File: src/rtl/serial_tx_pkg.sv
// -----------------------------------------------------------------------------
// serial_tx_pkg
// Shared types and width helpers for the serial pattern transmitter.
//   state_t    : transmitter FSM state (IDLE, SHIFT, GAP)
//   cnt_width  : counter width for a modulo-m counter, never narrower than 1
// -----------------------------------------------------------------------------
package serial_tx_pkg;

    typedef enum logic [1:0] {
        IDLE  = 2'd0,
        SHIFT = 2'd1,
        GAP   = 2'd2
    } state_t;

    // A modulo-1 counter still needs one physical bit to exist.
    function automatic int cnt_width(input int modulus);
        return (modulus > 1) ? $clog2(modulus) : 1;
    endfunction

endpackage

File: src/rtl/serial_tx_timer.sv
// -----------------------------------------------------------------------------
// serial_tx_timer
// Modulo-MODULUS up-counter with synchronous clear and count enable.
//   clk      in  clock
//   reset_n  in  asynchronous active-low reset
//   clear    in  force the count to 0 on the next edge (wins over en)
//   en       in  advance the count; wraps to 0 after MODULUS-1
//   tc       out terminal count: count == MODULUS-1
// -----------------------------------------------------------------------------
module serial_tx_timer
    import serial_tx_pkg::*;
#(
    parameter int MODULUS = 2
) (
    input  logic clk,
    input  logic reset_n,
    input  logic clear,
    input  logic en,
    output logic tc
);

    localparam int W = cnt_width(MODULUS);

    logic [W-1:0] count;

    assign tc = (count == W'(MODULUS - 1));

    always_ff @(posedge clk or negedge reset_n) begin
        if (!reset_n) begin
            count <= '0;
        end else if (clear) begin
            count <= '0;
        end else if (en) begin
            count <= tc ? '0 : count + 1'b1;
        end
    end

endmodule

File: src/rtl/serial_tx.sv
// -----------------------------------------------------------------------------
// serial_tx
// Serial pattern transmitter. Accepts an N-bit word over valid/ready and sends
// it LSB first on 'out', each bit held HOLD cycles, followed by GAP cycles of
// forced-low line, then a one-cycle 'done' pulse back in IDLE.
//   clk         in  clock, all state on posedge
//   reset_n     in  asynchronous active-low reset
//   load_valid  in  producer has a word on load_data
//   load_ready  out transmitter can accept a word (IDLE only)
//   load_data   in  word to send, bit 0 first
//   out         out serial line
//   busy        out frame in progress (SHIFT or GAP)
//   done        out one-cycle pulse at frame completion
// -----------------------------------------------------------------------------
module serial_tx #(
    parameter int N    = 64,
    parameter int HOLD = 2,
    parameter int GAP  = 64
) (
    input  logic         clk,
    input  logic         reset_n,
    input  logic         load_valid,
    output logic         load_ready,
    input  logic [N-1:0] load_data,
    output logic         out,
    output logic         busy,
    output logic         done
);

    import serial_tx_pkg::*;

    // The parameter GAP hides the package state literal of the same name, so
    // that state is always written fully qualified in this module.
    localparam int BIT_W = $clog2(N);
    localparam logic [BIT_W-1:0] BIT_LAST = BIT_W'(N - 1);

    state_t           state;
    logic [N-1:0]     shreg;
    logic [BIT_W-1:0] bit_cnt;
    logic             hold_tc;
    logic             gap_tc;

    // Timers sit at 0 outside their own state, so every state entry starts
    // them from a clean count.
    serial_tx_timer #(.MODULUS(HOLD)) hold_cnt (
        .clk     (clk),
        .reset_n (reset_n),
        .clear   (state != SHIFT),
        .en      (state == SHIFT),
        .tc      (hold_tc)
    );

    serial_tx_timer #(.MODULUS(GAP)) gap_cnt (
        .clk     (clk),
        .reset_n (reset_n),
        .clear   (state != serial_tx_pkg::GAP),
        .en      (state == serial_tx_pkg::GAP),
        .tc      (gap_tc)
    );

    // 'out' is registered alongside shreg: on each bit boundary it is loaded
    // with the bit about to become shreg[0], so it always equals shreg[0]
    // while in SHIFT and 0 everywhere else.
    always_ff @(posedge clk or negedge reset_n) begin
        if (!reset_n) begin
            // NOTE: shreg is a plain register, not a memory array, so it is
            // reset with everything else; a reset frame leaves no stale bits.
            state      <= IDLE;
            shreg      <= '0;
            bit_cnt    <= '0;
            out        <= 1'b0;
            busy       <= 1'b0;
            done       <= 1'b0;
            load_ready <= 1'b1;
        end else begin
            // NOTE: non-blocking assignments throughout, so every branch sees
            // the pre-edge values of state, shreg and bit_cnt.
            done <= 1'b0;
            case (state)
                IDLE: begin
                    if (load_valid && load_ready) begin
                        state      <= SHIFT;
                        shreg      <= load_data;
                        bit_cnt    <= '0;
                        out        <= load_data[0];
                        busy       <= 1'b1;
                        load_ready <= 1'b0;
                    end
                end
                SHIFT: begin
                    if (hold_tc) begin
                        shreg <= shreg >> 1;
                        if (bit_cnt == BIT_LAST) begin
                            state   <= serial_tx_pkg::GAP;
                            bit_cnt <= '0;
                            out     <= 1'b0;
                        end else begin
                            bit_cnt <= bit_cnt + 1'b1;
                            out     <= shreg[1];
                        end
                    end
                end
                serial_tx_pkg::GAP: begin
                    if (gap_tc) begin
                        state      <= IDLE;
                        busy       <= 1'b0;
                        load_ready <= 1'b1;
                        done       <= 1'b1;
                    end
                end
                default: begin
                    state      <= IDLE;
                    shreg      <= '0;
                    bit_cnt    <= '0;
                    out        <= 1'b0;
                    busy       <= 1'b0;
                    load_ready <= 1'b1;
                end
            endcase
        end
    end

endmodule

File: config.mk
export PLATFORM = sky130hd
export DESIGN_NAME = serial_tx
export DESIGN_NICKNAME = d
export VERILOG_FILES = /design/src/rtl/serial_tx_pkg.sv /design/src/rtl/serial_tx_timer.sv /design/src/rtl/serial_tx.sv
export SDC_FILE = /design/constraint.sdc
export NUM_CORES = 1
export LEC_CHECK = 0
export ABC_AREA = 1
export CORE_MARGIN = 2
export CORE_UTILIZATION = 57
export DETAILED_ROUTE_END_ITERATION = 12
export PLACE_DENSITY = 0.85
export SYNTH_ARGS = -nofsm -noshare
export SYNTH_HDL_FRONTEND = slang
export SYNTH_SLANG_ARGS = --single-unit
File: constraint.sdc
create_clock -name clk -period 1.9 [get_ports clk]
set_input_delay 0.38 -clock clk [delete_from_list [all_inputs] [get_ports clk]]
set_output_delay 0.38 -clock clk [all_outputs]
set_load 0.005 [all_outputs]
* Word level (Yosys, flattened, before mapping) *
Cells that the tools add are included.

operators by class
  add/subtract/negate cells = 3
  eq/ne operators = 10
  mux-type cells = 30
  bitwise gates (word level) = 2
  reduce and logical (&&, ||, !) cells = 7

operators with widths
  cell                                            number
  one-hot mux 64 bit (3 select lines)             1
  2-to-1 mux 64 bit                               2
  2-to-1 mux 6 bit                                6
  one-hot mux 6 bit (3 select lines)              1
  adder 6 x 1 -> 6 bit (second input constant)    2
  == test 6 bit (second input constant)           2
  2-to-1 mux 1 bit                                12
  != test 2 bit (second input constant)           5
  one-hot mux 1 bit (3 select lines)              3
  2-to-1 mux 2 bit                                4
  one-hot mux 2 bit (3 select lines)              1
  AND reduction 3 bit                             2
  AND reduction 4 bit                             1
  nonzero test 2 bit                              2
  == test 2 x 1 -> 1 bit (second input constant)  1
  == test 2 bit (second input constant)           1
  zero test 2 bit                                 1
  != test 2 x 1 -> 1 bit (second input constant)  1
  NOT 1 bit                                       2
  adder 1 bit (second input constant)             1
  logical AND 1 bit                               1

storage, ports and cells
  flip-flop bits (word level) = 83
  input bits = 67
  output and inout port bits = 4
  word-level logic and storage cells = 61

* Logic depth before layout (Yosys ltp) *
  word-level depth = 4
  gate-level depth with buffers = 8
  depth with buffers taken out = 8

* By module *
From an unflattened synthesis, not the netlist that was laid out.

unflattened totals
  cell total of the unflattened synthesis = 557
  area total of the unflattened synthesis = 4155.2 µm²

by module, submodules not included
  module                      instances  cells each  area each (µm²)  seq. area each (µm²)
  serial_tx                   1          500         3769.9           1878.1
  serial_tx_timer (gap_cnt)   1          51          341.6            150.1
  serial_tx_timer (hold_cnt)  1          6           43.8             25.0

* Worst setup path before layout *
OpenSTA, ideal clock, no wires.

  path type = flip-flop to flip-flop
  start point = register load_ready
  end point = register shreg[21]
  library setup time = 121 ps
  arrival = 1242 ps
  setup slack = 537 ps
  stages on the path, launching flop included = 8
  path buffers = 2
  cell sequence = dfstp_2 -> nand2_1 -> nand2_2 -> nand2_1 -> nor2_4 -> buf_6 -> buf_2 -> o21ai_1

between the ends
  word-level cells in the longest chain between the ends = 3

ends and longest elaborated chain
  what                                  line              text
  start, declared                       serial_tx.sv:23   output logic load_ready,
  start signal, assigned                serial_tx.sv:74   load_ready <= 1'b1;
  start signal, assigned                serial_tx.sv:87   load_ready <= 1'b0;
  start signal, assigned                serial_tx.sv:107  load_ready <= 1'b1;
  logical AND 1 bit                     serial_tx.sv:81   if (load_valid && load_ready) begin
  != test 2 bit (no source line)        n/a
  AND reduction 3 bit (no source line)  n/a
  end signal, assigned                  serial_tx.sv:83   shreg <= load_data;
  end signal, assigned                  serial_tx.sv:92   shreg <= shreg >> 1;
  end, declared                         serial_tx.sv:38   logic [N-1:0] shreg;

No other way between the ends.
A chain may end at the register's enable or synchronous reset.

* Final worst setup path *
  start point = register load_ready
  end point = output port load_ready

No word-level cell between the ends.

==> results by group <==
Timing
  – Tmin final: 1769 ps
  – PnR worst setup slack: 130.6 ps
  – TNS Setup: 0 ps
  – Max Freq: 565.2 MHz
  – # setup viols final: 0
  – Least-Margin Pin Slew: 483.4 ps
  – Hold Vio Cnt, Final: 0
  – Period utilization: 93.13%
  – Unrepaired setup endpoints after global routing: false
  – Slew Viols, Final: 0
  – Worst clock skew: 7.493 ps
  – Relative slew slack: 67.78%

Floorplan
  – Die Wd: approximately 88 um
  – CORE AREA: just under 0.007 sq mm
  – Die Y: approximately 88 um
  – Full die area: 0.007690 sq mm
  – Initial core utilization: 58.77%
  – Row cnt: 30
  – Num ports: 71

Critical path
  – Buf/Inv on CP: 1
  – CP max stage cell: dfstp_2
  – Worst Setup EP: load_ready
  – Arr. time, crit path: 1390 ps
  – Worst flop-to-flop path endpoint: shreg[26]
  – Critical Path Sink Type: output port
  – CP top delay family: flip-flops
  – CP startpoint: load_ready
  – R2R setup slack: 330 ps
  – Critical Path RT: 1520 ps
  – WS Path Type: flop to output port
  – FF-to-FF path depth: 6
  – Max FO, Critical Path: 3
  – CP Cell Sequence: clkdlybuf4s50_1
  – Worst setup SP type: flop
  – Slowest cell delay on critical path: 540 ps
  – Crit. path cell count: 1
  – Critical register-to-register path startpoint: state[1]

Synth
  – YS warnings: 0
  – Post-synth EDFFs: 0
  – Asr flop ratio synth: 100.0%
  – Yosys cell types: 26
  – Mean Syn Cell Area: about 7.7 sq um
  – Ys flop type: dfrtp_1
  – Gate Count Post-Synth: approximately 520
  – Seq cells post-synth: 82
  – Post-synthesis sequential area ratio: 51.43%
  – Cell area after synthesis: 0.003993 sq mm
  – Post-synth net total: 587

Global route
  – Largest net degree at the start of global routing: 50
  – Total GRT Usage: 23.91%
  – First-pass GRT wire length: 14,450 um
  – Grt ovf: 0
  – Initial antenna violation count: 0
  – Vias in the first global route: between 3,000 and 4,000

Drt
  – Routed vias/inst: 5.058
  – Detailed-route via count: 3,480
  – Final ANT Viol Nets: 0
  – Drt initial violations: 204
  – DRT Pass-1 Iters: 6
  – Final WL: 8536 um
  – Drc violations: 0
  – Post-DR wirelength/cell: ~12 um

Power
  – Max VDD drop: 1.246 mV
  – Lkg Pwr: 0.002335 uW
  – Total power per unit cell area: 1518 mW/mm^2
  – Overall Power: 7687 uW

Placement
  – IO Port Bufs: 70
  – Place WS: 97.85 ps
  – GPL Wtd Cong: 0.8079
  – Placed wire-length estimate: 5727 um
  – Placed cells: 671

Clocking
  – CTS Root Cell: clkbuf_8
  – Num Clock Sinks: 82
  – H-tree levels: 3
  – TritonCTS clock tree: built
  – CTS max path bufs: 2
  – Worst skew pair latency: 350 ps
  – CTS Buf Count: 9
  – # resized after CTS: 0
  – CTS clk-pin slew, worst paths: 70 ps

Job
  – Max-Cap Viols: 0

Outcome
  – Status: finished clean

Hold path
  – Hold crit path type: flop to flop

Layout
  – Layout area overhead: 26.79%
  – # fillers: 530
  – Final Instance Count excl. Fillers: 688
  – Ant. Diodes: 0
  – Share of cells above drive strength 1: roughly 7.3%
  – Fin nets: 656
## cell type report
type                    count  area [sq um]  share of cell area [%]
repair buffers             85         888.4                   17.55
flip-flops and latches     82          2053                   40.56
inverters                  75         281.5                   5.561
clock buffers              11         151.4                   2.991
multi-input cells         334          1515                   29.93
well taps                  96         120.1                   2.373
clock inverters             5         52.55                   1.038
## synthesized netlist by cell type (2+ instances only)
library cell | count | area (sq um)
dfrtp_1 | 81 | 2027
nor2_4 | 2 | 22.52
nand3_1 | 9 | 45.04
inv_2 | 2 | 7.510
o21ai_1 | 55 | 275.3
o21bai_1 | 2 | 15.01
nand2_2 | 3 | 18.77
a21oi_1 | 3 | 15.01
o21ai_0 | 74 | 370.4
nand4_1 | 2 | 12.51
inv_1 | 73 | 274.0
buf_2 | 13 | 65.06
nand2_1 | 159 | 596.8
nor3_1 | 2 | 10.01
nor2_1 | 15 | 56.30
buf_4 | 6 | 45.04
clkbuf_1 | 7 | 26.28
ha_1 | 2 | 25.02
## placed cells by master (no fill, tap or decap), types with 2 or more instances in the layout
| cell type | n |
|---|---|
| inv_2 | 2 |
| nor2_4 | 3 |
| nor2_1 | 15 |
| clkinv_2 | 3 |
| nand3_1 | 9 |
| clkdlybuf4s50_1 | 69 |
| o21bai_1 | 2 |
| buf_4 | 9 |
| buf_12 | 6 |
| ha_1 | 2 |
| inv_1 | 73 |
| nand4_1 | 2 |
| nor3_1 | 2 |
| nand2_1 | 159 |
| dfrtp_1 | 81 |
| o21ai_1 | 55 |
| a21oi_1 | 3 |
| clkbuf_8 | 11 |
| o21ai_0 | 74 |
| nand2_2 | 3 |
## cells by family after synthesis
| group | synth area share (%) |
|---|---|
| AND/OR/NAND/NOR | 19.84 |
| AO/OA/AOI/OAI | 17.14 |
| buffers and inverters | 10.75 |
| flip-flops | 51.43 |
| adder cells (fa/ha/maj) | 0.6267 |
| XOR/XNOR | 0.2194 |
## routing by layer
| layer | vias to the layer above | routed length (um) | GRT usage (%) |
|---|---|---|---|
| li1 | 1759 | - | - |
| met1 | 1623 | 3828 | 29.37 |
| met2 | 85 | 4203 | 41.53 |
| met3 | 13 | 353 | 3.582 |
| met4 | 0 | 150 | 11.19 |
| met5 | - | 0 | 0 |
## report_power, final
group	switching (uW)	internal (uW)
combinational	2360	1430
sequential	227	2380
clock	613	672
## through the flow
stage / hold WS, ps / instance area, sq um / util [%]
after CTS: 486.6 / 5062 / 74.51
after detailed placement: 374.0 / 4848 / 71.36
after global routing: 509.7 / 5062 / 74.51
after floorplan: 84.41 / 3993 / -
after global placement: 370.9 / 4848 / 71.36
final: 480.6 / 5062 / 74.51
## worst reg2reg max path: stages, from the launching register on
cell	delay, ps
dfrtp_1	450
nor2_4	170
buf_4	440
nand2_1	160
o21ai_0	130
nand2_1	80
o21ai_1	70
## flip-flops by register name, summed over array words and instances (netlist names)
| name | count |
|---|---|
| shreg | 63 |
| done | 1 |
| bit_cnt | 6 |
| gap_cnt.count | 6 |
| hold_cnt.tc | 1 |
| state | 2 |
| out | 1 |
| load_ready | 1 |
| busy | 1 |
## worst min path at each step
stage	startpoint	end	slack [ps]	cells past startpoint
floorplan	reset_n	bit_cnt[0]	80	0
global placement	reset_n	shreg[17]	370	1
detailed placement	reset_n	shreg[17]	370	1
CTS	load_ready	load_ready	490	2
global route	gap_cnt.count[0]	gap_cnt.count[0]	510	1
finish	load_ready	load_ready	480	2
## repair_timing
action,4_1_cts,5_1_grt
buffers inserted,0,0
endpoints found under the hold margin,5,0
hold buffers,1,0
No activity file was read; power rests on OpenSTA's default activity.
